[src/rtl/nco_sweep_ctrl_pkg.sv]
// Shared definitions for the NCO sweep controller: sweep modes and FSM states.
package nco_sweep_ctrl_pkg;

    // Sweep modes; code 3 behaves as single-shot.
    localparam logic [1:0] MODE_SINGLE = 2'd0;
    localparam logic [1:0] MODE_SAW    = 2'd1;
    localparam logic [1:0] MODE_TRI    = 2'd2;

    typedef enum logic {
        ST_IDLE  = 1'b0,
        ST_DWELL = 1'b1
    } state_e;

endpackage

[src/rtl/nco_sweep_ctrl_step.sv]
// Combinational next phase increment with clamp at the leg target.
// Ports:
//   cur_i      current increment
//   target_i   endpoint of the current leg
//   step_i     step magnitude (0 jumps straight to target)
//   dir_i      1 = descending leg
//   nxt_c_o    next increment, never past target_i
//   at_end_c_o cur_i already equals target_i
module nco_sweep_ctrl_step #(
    parameter int unsigned APR = 32
) (
    input  logic [APR-1:0] cur_i,
    input  logic [APR-1:0] target_i,
    input  logic [APR-1:0] step_i,
    input  logic           dir_i,
    output logic [APR-1:0] nxt_c_o,
    output logic           at_end_c_o
);

    logic [APR:0]   sum_c;
    logic [APR-1:0] gap_c;

    // Up leg sums one bit wider so a large step can never wrap past target.
    always_comb begin
        sum_c      = {1'b0, cur_i} + {1'b0, step_i};
        gap_c      = cur_i - target_i;
        at_end_c_o = (cur_i == target_i);
        if (step_i == '0) begin
            nxt_c_o = target_i;
        end else if (!dir_i) begin
            nxt_c_o = (sum_c > {1'b0, target_i}) ? target_i : sum_c[APR-1:0];
        end else begin
            nxt_c_o = (gap_c < step_i) ? target_i : (cur_i - step_i);
        end
    end

endmodule

[src/rtl/nco_sweep_ctrl.sv]
// Stepped linear chirp generator feeding the NCO phase increment.
// Ports:
//   clk, reset_n      NCO clock, async active-low reset
//   en_i              sample tick (NCO clken)
//   start, abort      one-cycle control pulses (abort has priority)
//   mode              0 single, 1 sawtooth, 2 triangle, 3 single
//   f_start, f_stop   sweep endpoints; f_step step magnitude
//   dwell             en_i ticks per step (0 treated as 1)
//   phi_inc_o         registered increment to the NCO
//   busy, done, dir_o sweep active, single-sweep completion pulse, descending
module nco_sweep_ctrl
    import nco_sweep_ctrl_pkg::*;
#(
    parameter int unsigned APR = 32,
    parameter int unsigned DWW = 16
) (
    input  logic           clk,
    input  logic           reset_n,
    input  logic           en_i,
    input  logic           start,
    input  logic           abort,
    input  logic [1:0]     mode,
    input  logic [APR-1:0] f_start,
    input  logic [APR-1:0] f_stop,
    input  logic [APR-1:0] f_step,
    input  logic [DWW-1:0] dwell,
    output logic [APR-1:0] phi_inc_o,
    output logic           busy,
    output logic           done,
    output logic           dir_o
);

    state_e         state_q, state_d;
    logic [1:0]     mode_q, mode_d;
    logic [APR-1:0] fstart_q, fstart_d;
    logic [APR-1:0] fstop_q, fstop_d;
    logic [APR-1:0] fstep_q, fstep_d;
    logic [DWW-1:0] dwell_q, dwell_d;
    logic [DWW-1:0] cnt_q, cnt_d;
    logic [APR-1:0] phi_q, phi_d;
    logic           busy_q, busy_d;
    logic           done_q, done_d;
    logic           dir_q, dir_d;
    logic           leg_q, leg_d;     // 0 = forward leg toward f_stop

    logic [APR-1:0] target_c;
    logic [APR-1:0] nxt_c;
    logic           at_end_c;
    logic [DWW-1:0] dwell_eff_c;

    assign target_c    = leg_q ? fstart_q : fstop_q;
    assign dwell_eff_c = (dwell == '0) ? DWW'(1) : dwell;

    nco_sweep_ctrl_step #(.APR(APR)) u_step (
        .cur_i      (phi_q),
        .target_i   (target_c),
        .step_i     (fstep_q),
        .dir_i      (dir_q),
        .nxt_c_o    (nxt_c),
        .at_end_c_o (at_end_c)
    );

    // Next-state and datapath update.
    always_comb begin
        state_d  = state_q;
        mode_d   = mode_q;
        fstart_d = fstart_q;
        fstop_d  = fstop_q;
        fstep_d  = fstep_q;
        dwell_d  = dwell_q;
        cnt_d    = cnt_q;
        phi_d    = phi_q;
        busy_d   = busy_q;
        done_d   = 1'b0;
        dir_d    = dir_q;
        leg_d    = leg_q;

        case (state_q)
            ST_IDLE: begin
                if (start && !abort) begin
                    mode_d   = mode;
                    fstart_d = f_start;
                    fstop_d  = f_stop;
                    fstep_d  = f_step;
                    dwell_d  = dwell_eff_c;
                    cnt_d    = dwell_eff_c;
                    phi_d    = f_start;
                    busy_d   = 1'b1;
                    dir_d    = (f_start > f_stop);
                    leg_d    = 1'b0;
                    state_d  = ST_DWELL;
                end
            end
            ST_DWELL: begin
                if (abort) begin
                    busy_d  = 1'b0;
                    state_d = ST_IDLE;
                end else if (en_i) begin
                    if (cnt_q > DWW'(1)) begin
                        cnt_d = cnt_q - DWW'(1);
                    end else begin
                        // Dwell expired: advance, or act on the endpoint.
                        cnt_d = dwell_q;
                        if (!at_end_c) begin
                            phi_d = nxt_c;
                        end else begin
                            case (mode_q)
                                MODE_SAW: phi_d = fstart_q;
                                MODE_TRI: begin
                                    dir_d = !dir_q;
                                    leg_d = !leg_q;
                                end
                                default: begin
                                    done_d  = 1'b1;
                                    busy_d  = 1'b0;
                                    state_d = ST_IDLE;
                                end
                            endcase
                        end
                    end
                end
            end
            default: state_d = ST_IDLE;
        endcase
    end

    // State and datapath registers.
    always_ff @(posedge clk or negedge reset_n) begin
        if (!reset_n) begin
            state_q  <= ST_IDLE;
            mode_q   <= MODE_SINGLE;
            fstart_q <= '0;
            fstop_q  <= '0;
            fstep_q  <= '0;
            dwell_q  <= DWW'(1);
            cnt_q    <= DWW'(1);
            phi_q    <= '0;
            busy_q   <= 1'b0;
            done_q   <= 1'b0;
            dir_q    <= 1'b0;
            leg_q    <= 1'b0;
        end else begin
            state_q  <= state_d;
            mode_q   <= mode_d;
            fstart_q <= fstart_d;
            fstop_q  <= fstop_d;
            fstep_q  <= fstep_d;
            dwell_q  <= dwell_d;
            cnt_q    <= cnt_d;
            phi_q    <= phi_d;
            busy_q   <= busy_d;
            done_q   <= done_d;
            dir_q    <= dir_d;
            leg_q    <= leg_d;
        end
    end

    assign phi_inc_o = phi_q;
    assign busy      = busy_q;
    assign done      = done_q;
    assign dir_o     = dir_q;

endmodule

[config.mk]
export PLATFORM = sky130hd
export DESIGN_NAME = nco_sweep_ctrl
export DESIGN_NICKNAME = d
export VERILOG_FILES = /design/src/rtl/nco_sweep_ctrl_pkg.sv /design/src/rtl/nco_sweep_ctrl_step.sv /design/src/rtl/nco_sweep_ctrl.sv
export SDC_FILE = /design/constraint.sdc
export NUM_CORES = 1
export LEC_CHECK = 0
export CELL_PAD_IN_SITES_DETAIL_PLACEMENT = 1
export CELL_PAD_IN_SITES_GLOBAL_PLACEMENT = 1
export CORE_MARGIN = 1
export CORE_UTILIZATION = 45
export CTS_BUF_LIST = sky130_fd_sc_hd__clkbuf_8
export DETAILED_ROUTE_END_ITERATION = 7
export GPL_TIMING_DRIVEN = 1
export PLACE_DENSITY_LB_ADDON = 0.1
export SYNTH_ARGS = -nofsm -noshare
export SYNTH_HDL_FRONTEND = slang
export SYNTH_SLANG_ARGS = --single-unit
[constraint.sdc]
create_clock -name clk -period 8.3 [get_ports clk]
set_clock_uncertainty 0.1 [all_clocks]
set_input_delay 2.49 -clock clk [delete_from_list [all_inputs] [get_ports clk]]
set_output_delay 2.49 -clock clk [all_outputs]
set_load 0.01 [all_outputs]
Word-level counts from Yosys, hierarchy flattened
Index checks and enable logic that the tools add are counted.
- bits in registers: 167
- bits of input ports: 119
- $add $sub $neg: 4
- magnitude comparators: 4
- equality and inequality tests: 14
- multiplexer cells: 52
- bitwise operators: 1
- reduce and logical (&&, ||, !) cells: 12
- operators by type and width (cell ; number):
    $mux 32 ; 11
    $mux 16 ; 5
    $pmux 32 s2 ; 1
    $sub 32x32->32 ; 2
    $add 32x32->33 ; 1
    $gt 33x32->1 ; 1
    $eq 32x32->1 ; 1
    $gt 32x32->1 ; 1
    $logic_not 32->1 ; 1
    $lt 32x32->1 ; 1
    $pmux 16 s2 ; 1
    $mux 1 ; 30
    $gt 16x1->1 const B ; 1
    $logic_not 16->1 ; 1
    $sub 16x1->16 const B ; 1
    $reduce_and 5->1 ; 2
    $ne 3x3->1 const B ; 3
    $ne 2x2->1 const B ; 4
    $pmux 1 s2 ; 4
    $ne 3x2->1 const B ; 2
    $reduce_and 6->1 ; 1
    $ne 2x1->1 const B ; 2
    $logic_not 1->1 ; 3
    $reduce_and 3->1 ; 1
    6 further kinds ; 6

Logic depth before layout (Yosys ltp)
Gate-level depths: netlist (run 1).
- word-level depth: 11
- depth in mapped cells: 29
- depth with buffers taken out: 25

Cells and area by module
A second synthesis (run 1) with hierarchy kept.
- cells, all modules: 1979
- area, all modules: 15830.2 sq um
- by module, submodules not included (module ; instances ; cells an instance ; area each (sq um)):
    nco_sweep_ctrl ; 1 ; 950 ; 8638.3
    nco_sweep_ctrl_step ; 1 ; 1029 ; 7191.9

Worst setup path before layout (run 1)
No wires, ideal clock.
- path kind: register to register
- from: register leg_q
- to: register phi_q[14], in the netlist phi_inc_o[14]
- setup time: 0.082 ns
- data arrival time: 6.155 ns
- required time: 8.118 ns
- slack: 1.964 ns
- stages on the path, launching flop included: 29
- path through: dfrtp_1 -> buf_2 -> buf_1 -> mux2_2 -> ha_1 -> inv_1 -> fa_1 -> a21o_1 -> a21oi_1 -> o221ai_1 -> a22oi_1 -> o21ai_0 -> a41oi_1 -> o21ai_0 -> a221oi_1 -> o21ai_0 -> xor2_1 -> ha_1 -> nand4_1 -> nor4_1 -> nand2_1 -> o41ai_1 -> nor4_1 -> buf_2 -> buf_1 -> nor4_1 -> a311oi_1 -> o211ai_1 -> a31oi_1
- word-level cells in the longest chain between the ends: 11
- elaborated cells on any way between the ends: 16
- classes of those cells: 1 x add/sub; 2 x order compare; 2 x eq/ne; 10 x mux; 1 x reduce/logical
- ends and longest elaborated chain (element ; line ; RTL):
    start: declaration ; nco_sweep_ctrl.sv:44 ; logic leg_q, leg_d;
    start signal: assignment ; nco_sweep_ctrl.sv:154 ; leg_q <= leg_d;
    $mux 32 * ; nco_sweep_ctrl.sv:51 ; assign target_c = leg_q ? fstart_q : fstop_q;
    $sub 32x32->32 ; nco_sweep_ctrl_step.sv:26 ; gap_c = cur_i - target_i;
    $lt 32x32->1 ; nco_sweep_ctrl_step.sv:33 ; nxt_c_o = (gap_c < step_i) ? target_i : (cur_i - step_i);
    $mux 32 ; nco_sweep_ctrl_step.sv:33 ;
    $mux 32 ; nco_sweep_ctrl_step.sv:30 ; end else if (!dir_i) begin
    $mux 32 ; nco_sweep_ctrl_step.sv:28 ; if (step_i == '0) begin
    $mux 32 ; nco_sweep_ctrl.sv:104 ; if (!at_end_c) begin
    $mux 32 ; nco_sweep_ctrl.sv:99 ; if (cnt_q > DWW'(1)) begin
    $mux 32 ; nco_sweep_ctrl.sv:98 ; end else if (en_i) begin
    $mux 32 ; nco_sweep_ctrl.sv:95 ; if (abort) begin
    $pmux 32 s2 ; nco_sweep_ctrl.sv:78 ; case (state_q)
    end signal: assignment ; nco_sweep_ctrl.sv:150 ; phi_q <= phi_d;
    end: declaration ; nco_sweep_ctrl.sv:40 ; logic [APR-1:0] phi_q, phi_d;
Every way passes the cells marked *; elsewhere a longest branch is shown, timed or not. The select of a mux whose other input is x is not followed.
A chain may end at the register's enable or synchronous reset.

Final worst setup path (run 1)
- from: register leg_q
- to: register phi_q[29], in the netlist phi_inc_o[29]
The elaborated chain is that of the path after synthesis.

==> results by group, run 1 <==
Worst setup path
  – Worst setup path class: flop to flop
  – CP Capture Type: flop
  – Worst-path fanout max: 34
  – CP startpoint kind: flop
  – Req. time, crit path: about 8600 ps
  – Critical path arrival: 7650 ps

Worst hold path
  – Worst hold path class: flop to flop

Clock network
  – Clk sinks: 167
  – Reg clk slew, reported paths: about 110 ps
  – Clock buffer count from CTS: 17
  – Post-CTS Resized: 0
  – Hold-fix buffers at CTS: 0
  – H-tree depth: 4
  – CTS tree: built
  – Setup bufs post-CTS: 0
  – Clk buf depth: 2
  – Clock latency on the worst-skew pair: about 520 ps
  – Clock tree root driver cell: clkbuf_8

Drt
  – Via count: 16100
  – Post-route ant nets: 0
  – Drt first-iter violations: 1374
  – WL final: 62.1 mm
  – Initial DRT Pass Iterations: 6
  – WL/cell: approximately 24 um
  – DR vias/cell: 6.21
  – DRC violations left: 0

Global route
  – Grt peak-use layer: met2
  – GR Util met1: 0.503
  – First-pass GRT wire length: 95.8 mm
  – Initial antenna violation count: 0
  – Overflow after GRT: 0
  – Total track usage: 0.350
  – Vias in the first global route: ~16000
  – GR Util met2: 0.542
  – Met3 usage: 0.0443
  – Largest net degree at the start of global routing: 94

Layout
  – Design area: roughly 18000 um^2
  – Non-filler instance count after layout: between 2000 and 3000
  – Commonest cells after routing, fill and taps aside: nand2_1, o21ai_0, ha_1, dfrtp_1, clkdlybuf4s50_1
  – Antenna diodes: 0
  – Layout area overhead: 14.7%
  – Layout net count: approximately 2400
  – Commonest non-fill, non-tap cell in the layout: nand2_1
  – Layout cell share with drive strength beyond 1: 0.0380

Floorplanning
  – Full die area: 35900 um^2
  – # IOs: about 150
  – Die Height: about 190 um
  – Row cnt: ~70
  – Starting Density: 0.457
  – Die X-Extent: between 150 and 200 um
  – Core Area: 34500 um^2

Synth
  – Number of synthesized register bits: about 170
  – Most used flip-flop cell after synthesis: dfrtp_1
  – Syn Inst Count: a little over 2000
  – Register area share after synthesis: 0.265
  – Yosys warnings: 0
  – Number of synthesized flops with an enable pin: 0
  – Mapped Nets: between 2000 and 2500
  – Count of cell types in the netlist: 72
  – Syn avg cell area: about 7.8 um^2
  – Post-synth ARST share: 1.00
  – Synthesized area: approximately 16000 um^2

Placed design
  – Placed cell area: 17700 um^2
  – Post-DP HPWL: around 50 mm
  – Routability cong.: between 0.9 and 1
  – Port bufs: about 150
  – Post-placement cell count: roughly 2600

Timing
  – Setup TNS: 0 ps
  – Minimum clock period: between 7000 and 8000 ps
  – Final Hold Fails: 0
  – Rel. slew slack: 0.219
  – Fin crit share: 0.887
  – Measured slew at the worst slew-check pin: ~1200 ps
  – Slew Viols, Final: 0
  – Final setup vio count: 0
  – Fmax: 136 MHz
  – Unrepaired setup endpoints after global routing: no

Job
  – Max-cap violations: 0

Outcome
  – Status: finished, final reports clean

Pwr
  – Worst vdd ir: between 0.2 and 0.3 mV
  – Total power: between 8000 and 9000 uW
  – Pwr per Cell Area: between 400 and 500 nW/um^2
  – Leak pwr: around 0.008 uW
-- flip-flops by register name, indices dropped and copies added (netlist names) --
register,cells
fstart_q,32
fstep_q,32
fstop_q,32
phi_inc_o,32
cnt_q,16
dwell_q,16
mode_q,2
busy,1
dir_o,1
done,1
leg_q,1
state_q,1
-- kinds of logic (layout without fill, tap and decap cells) --
group / count (synthesis) / after routing / synth area share
buffers and inverters: 221 / 326 / 0.0534
adder cells (fa/ha/maj): 196 / 196 / 0.157
AND/OR/NAND/NOR: 696 / 696 / 0.202
XOR/XNOR: 96 / 96 / 0.0532
flip-flops: 167 / 167 / 0.265
multiplexers: 56 / 56 / 0.0361
AO/OA/AOI/OAI: 596 / 596 / 0.234
-- final timing paths --
path,startpoint,end,slack (ps),cells past startpoint
setup / recovery,leg_q$_DFFE_PN0P_,phi_inc_o[29]$_DFFE_PN0P_,940,24
hold / removal,dwell_q[12]$_DFFE_PN0P_,dwell_q[12]$_DFFE_PN0P_,390,2
setup reg to reg,leg_q$_DFFE_PN0P_,phi_inc_o[29]$_DFFE_PN0P_,940,24
hold reg to reg,dwell_q[12]$_DFFE_PN0P_,dwell_q[12]$_DFFE_PN0P_,390,2
max in group asynchronous,reset_n,leg_q$_DFFE_PN0P_,4900,2
min in group asynchronous,reset_n,fstep_q[27]$_DFFE_PN0P_,1950,1
-- stage by stage --
| step | worst slack, ps | hold slack (ps) | util |
|---|---|---|---|
| floorplan | 1960 | 342 | - |
| global placement | 1530 | 357 | 0.513 |
| detailed placement | 1240 | 362 | 0.513 |
| CTS | 1190 | 390 | 0.525 |
| global route | 629 | 414 | 0.525 |
| finish | 942 | 385 | 0.525 |
-- power by group --
part | leakage (uW) | internal, uW | switching (uW)
combinational | 0.00573 | 2390 | 3940
sequential | 0.00204 | 1000 | 315
clock | 0.000207 | 255 | 405
-- cells in the mapped netlist, types with 5 or more instances --
library cell  number  area share
a211oi_1          23       0.011
a21boi_0          13      0.0062
a21o_1            38       0.018
a21oi_1          134       0.042
a221oi_1           8      0.0044
a311oi_1          11      0.0061
a31oi_1           33       0.013
a41oi_1            6      0.0033
and2_1             7      0.0028
and3_1             9      0.0036
and4_1             6      0.0033
buf_1              5      0.0012
buf_2             11      0.0035
clkbuf_1          87       0.021
dfrtp_1          165        0.26
ha_1             193        0.15
inv_1            118       0.028
mux2_2             5      0.0036
mux2i_1           50       0.032
nand2_1          344       0.082
nand2b_1          28       0.011
nand3_1           28      0.0089
nand4_1           30       0.012
nor2_1           110       0.026
nor2b_1           34       0.013
nor3_1            37       0.012
nor4_1            25      0.0099
o211ai_1          30       0.014
o21a_1            15      0.0071
o21ai_0          203       0.064
o21bai_1          11      0.0052
o22ai_1            7      0.0028
o31ai_1           13      0.0062
or3_1             16      0.0063
or4_1              8      0.0038
xnor2_1           70       0.039
xor2_1            26       0.014
-- layout make-up --
class / instances / area, um^2
clock buffer: 17 / 234
multi-input combinational: 1640 / 10800
clock inverter: 15 / 183
sequential: 167 / 4190
timing repair buffer: 176 / 1710
fill: 4285 / 16400
tap: 455 / 569
inverter: 118 / 443
-- worst max-delay path, stage by stage (launching register included) --
cell and delay (ps):
dfrtp_2 520, buf_4 460, mux2i_1 580, ha_1 310, nand4_1 130, nor2_1 280, a22oi_1 200, o21ai_0 580
a41oi_1 230, o21ai_0 570, a221oi_1 240, o21ai_0 250, xor2_1 120, ha_1 320, nand4_1 120, nor4_1 360
o211ai_1 140, a31oi_1 220, nor4_2 60, buf_4 260, inv_1 250, o21ai_0 140, a22o_1 220, a2111oi_0 400
o21ai_0 130
-- layer usage --
metal / share of wire / vias to the layer above / routed length [um]
met5: 0 / - / 0
met4: 0.028 / 0 / 1710
met3: 0.066 / 92 / 4080
met2: 0.44 / 628 / 27400
met1: 0.47 / 7939 / 29000
li1: - / 7402 / -
Power figures use the tool's default switching activity.
==> run 2: changes to the inputs <==
CELL_PAD_IN_SITES_DETAIL_PLACEMENT = 0   (was 1)
MAX_ROUTING_LAYER = met4   (was not set)
==> results by group, run 2 (synthesized netlist as in run 1, its figures left out) <==
Layout
  – Design area: around 18000 um^2
  – Layout cell share with drive strength beyond 1: 0.0384
  – Number of fill cells in the layout: 3450
  – Area of the multi-input gates: between 10000 and 15000 um^2
  – Final Core Density: 0.525
  – Antenna diodes: 0
  – Layout area overhead: 14.9%
  – Commonest cells after routing, fill and taps aside: nand2_1, o21ai_0, ha_1, dfrtp_1, clkdlybuf4s50_1
  – Register area: approximately 4200 um^2
  – Layout net count: approximately 2400
  – Commonest non-fill, non-tap cell in the layout: nand2_1

Drt
  – DR vias/cell: 5.96
  – Post-route ant nets: 0
  – DRC violations left: 0
  – WL final: approximately 57 mm
  – WL/cell: between 20 and 25 um
  – Initial DRT Pass Iterations: 8
  – Drt first-iter violations: between 1500 and 2000
  – Via count: about 15000

Timing
  – Fin crit share: 0.869
  – Setup TNS: 0 ps
  – Unrepaired setup endpoints after global routing: no
  – Setup WS post-layout: about 1100 ps
  – Fmax: ~140 MHz
  – Final setup vio count: 0
  – Measured slew at the worst slew-check pin: between 1000 and 1500 ps
  – Minimum clock period: about 7200 ps
  – Rel. slew slack: 0.165
  – Slew Viols, Final: 0
  – Final Hold Fails: 0

Global route
  – First-pass GRT wire length: ~88 mm
  – Vias in the first global route: between 10000 and 15000
  – Largest net degree at the start of global routing: about 130
  – Met3 usage: 0.0521
  – GR Util met2: 0.473
  – GR Util met1: 0.485
  – Grt peak-use layer: met1
  – Overflow after GRT: 0
  – Total track usage: 0.331
  – Initial antenna violation count: 0

Placed design
  – Place WS: approximately 1200 ps
  – Routability cong.: a little over 1
  – Port bufs: about 150
  – Placed cell area: 17700 um^2
  – Post-DP HPWL: between 40 and 50 mm

Worst hold path
  – Worst hold path class: flop to flop

Worst setup path
  – Crit. Startpoint: leg_q$_DFFE_PN0P_
  – CP max-delay cell: mux2i_1
  – Worst setup endpoint: phi_inc_o[29]$_DFFE_PN0P_
  – Worst setup path class: flop to flop
  – Worst-path fanout max: 34
  – Req. time, crit path: between 8000 and 9000 ps
  – Critical path's largest stage delay: about 570 ps
  – FF-to-FF Start: leg_q$_DFFE_PN0P_
  – Reg2Reg Depth: 24
  – CP startpoint kind: flop
  – Worst r2r dst: phi_inc_o[29]$_DFFE_PN0P_
  – R2R setup slack: roughly 1100 ps
  – CP dominant cell by count: o21ai_0
  – CP Capture Type: flop
  – Critical-path cell list: buf_4, mux2i_1, ha_1, nand4_1, nor2_1, a22oi_1, o21ai_0, a41oi_1, o21ai_0, a221oi_1, o21ai_0, xor2_1, ha_1, nand4_1, nor4_1, o211ai_1, a31oi_1, nor4_2, buf_4, inv_1, o21ai_0, a22o_1, a2111oi_0, o21ai_0
  – Critical path arrival: between 7000 and 8000 ps

Floorplanning
  – Core Area: between 30000 and 40000 um^2
  – # IOs: roughly 150
  – Row cnt: 68
  – Die Height: between 150 and 200 um
  – Starting Density: 0.457
  – Die X-Extent: 189 um
  – Full die area: 35900 um^2

Clock network
  – Clock buffer count from CTS: 17
  – Post-CTS Resized: 0
  – Setup bufs post-CTS: 0
  – Clk sinks: roughly 170
  – Clk buf depth: 2
  – Clock latency on the worst-skew pair: 520 ps
  – Hold-fix buffers at CTS: 0
  – CTS tree: built
  – Reg clk slew, reported paths: approximately 110 ps
  – H-tree depth: 4
  – Clock tree root driver cell: clkbuf_8

Pwr
  – Worst vdd ir: approximately 0.26 mV
  – Leak pwr: about 0.008 uW
  – Pwr per Cell Area: roughly 450 nW/um^2

Job
  – Max-cap violations: 0

Outcome
  – Status: finished, final reports clean
## run 2: cell count changes in the layout (fill, tap and decap cells not counted)
cell / before / now
buf_12: 0 / 1
bufinv_16: 1 / 2
clkbuf_8: 17 / 19
clkinv_2: 1 / 2
clkinv_4: 1 / 2
clkinv_8: 4 / 1
inv_6: 5 / 2
inv_8: 2 / 3
## run 2: power breakdown
part | total, uW | internal, uW | switching [uW] | leakage (uW)
combinational | 6150 | 2380 | 3770 | 0.00574
clock | 675 | 294 | 381 | 0.000215
sequential | 1310 | 1000 | 305 | 0.00204
total | 8130 | 3670 | 4460 | 0.00799
## run 2: metal layers
metal,up-vias,share of wire
li1,7418,-
met1,7398,0.49
met2,579,0.42
met3,47,0.071
met4,0,0.019
met5,-,0
## run 2: area by class of cell
cell class,instances,area share
inverters,118,0.0244
multi-input cells,1640,0.595
well taps,455,0.0314
clock inverters,13,0.00896
flip-flops and latches,167,0.231
repair buffers,177,0.0951
clock buffers,19,0.0144
## run 2: worst min-delay path by stage
stage | slack, ps | from | depth (start not counted) | endpoint
floorplan | 340 | fstop_q[0]$_DFFE_PN0P_ | 2 | fstop_q[0]$_DFFE_PN0P_
finish | 380 | dwell_q[12]$_DFFE_PN0P_ | 2 | dwell_q[12]$_DFFE_PN0P_
global route | 400 | dwell_q[5]$_DFFE_PN0P_ | 2 | dwell_q[5]$_DFFE_PN0P_
detailed placement | 360 | dwell_q[1]$_DFFE_PN0P_ | 2 | dwell_q[1]$_DFFE_PN0P_
global placement | 360 | dwell_q[15]$_DFFE_PN0P_ | 2 | dwell_q[15]$_DFFE_PN0P_
CTS | 390 | dwell_q[14]$_DFFE_PN0P_ | 2 | dwell_q[14]$_DFFE_PN0P_
## run 2: critical path: cells and delay by family, from the launching register on
kind | cells | cell delay [ps]
compound gates | 12 | 3280
mux | 1 | 570
simple gates | 5 | 930
fa+ha+maj | 2 | 600
flops | 1 | 520
buf+inv | 3 | 950
xor+xnor | 1 | 100
## run 2: stage by stage
stage          total power [uW]  cells  hold slack, ps
3_5_place_dp               7270   2557             362
5_1_grt                    8760   2589             398
4_1_cts                    7990   2589             387
2_1_floorplan              5350   2028             342
3_3_place_gp               7260   2557             357
6_report                   8130   2589             383
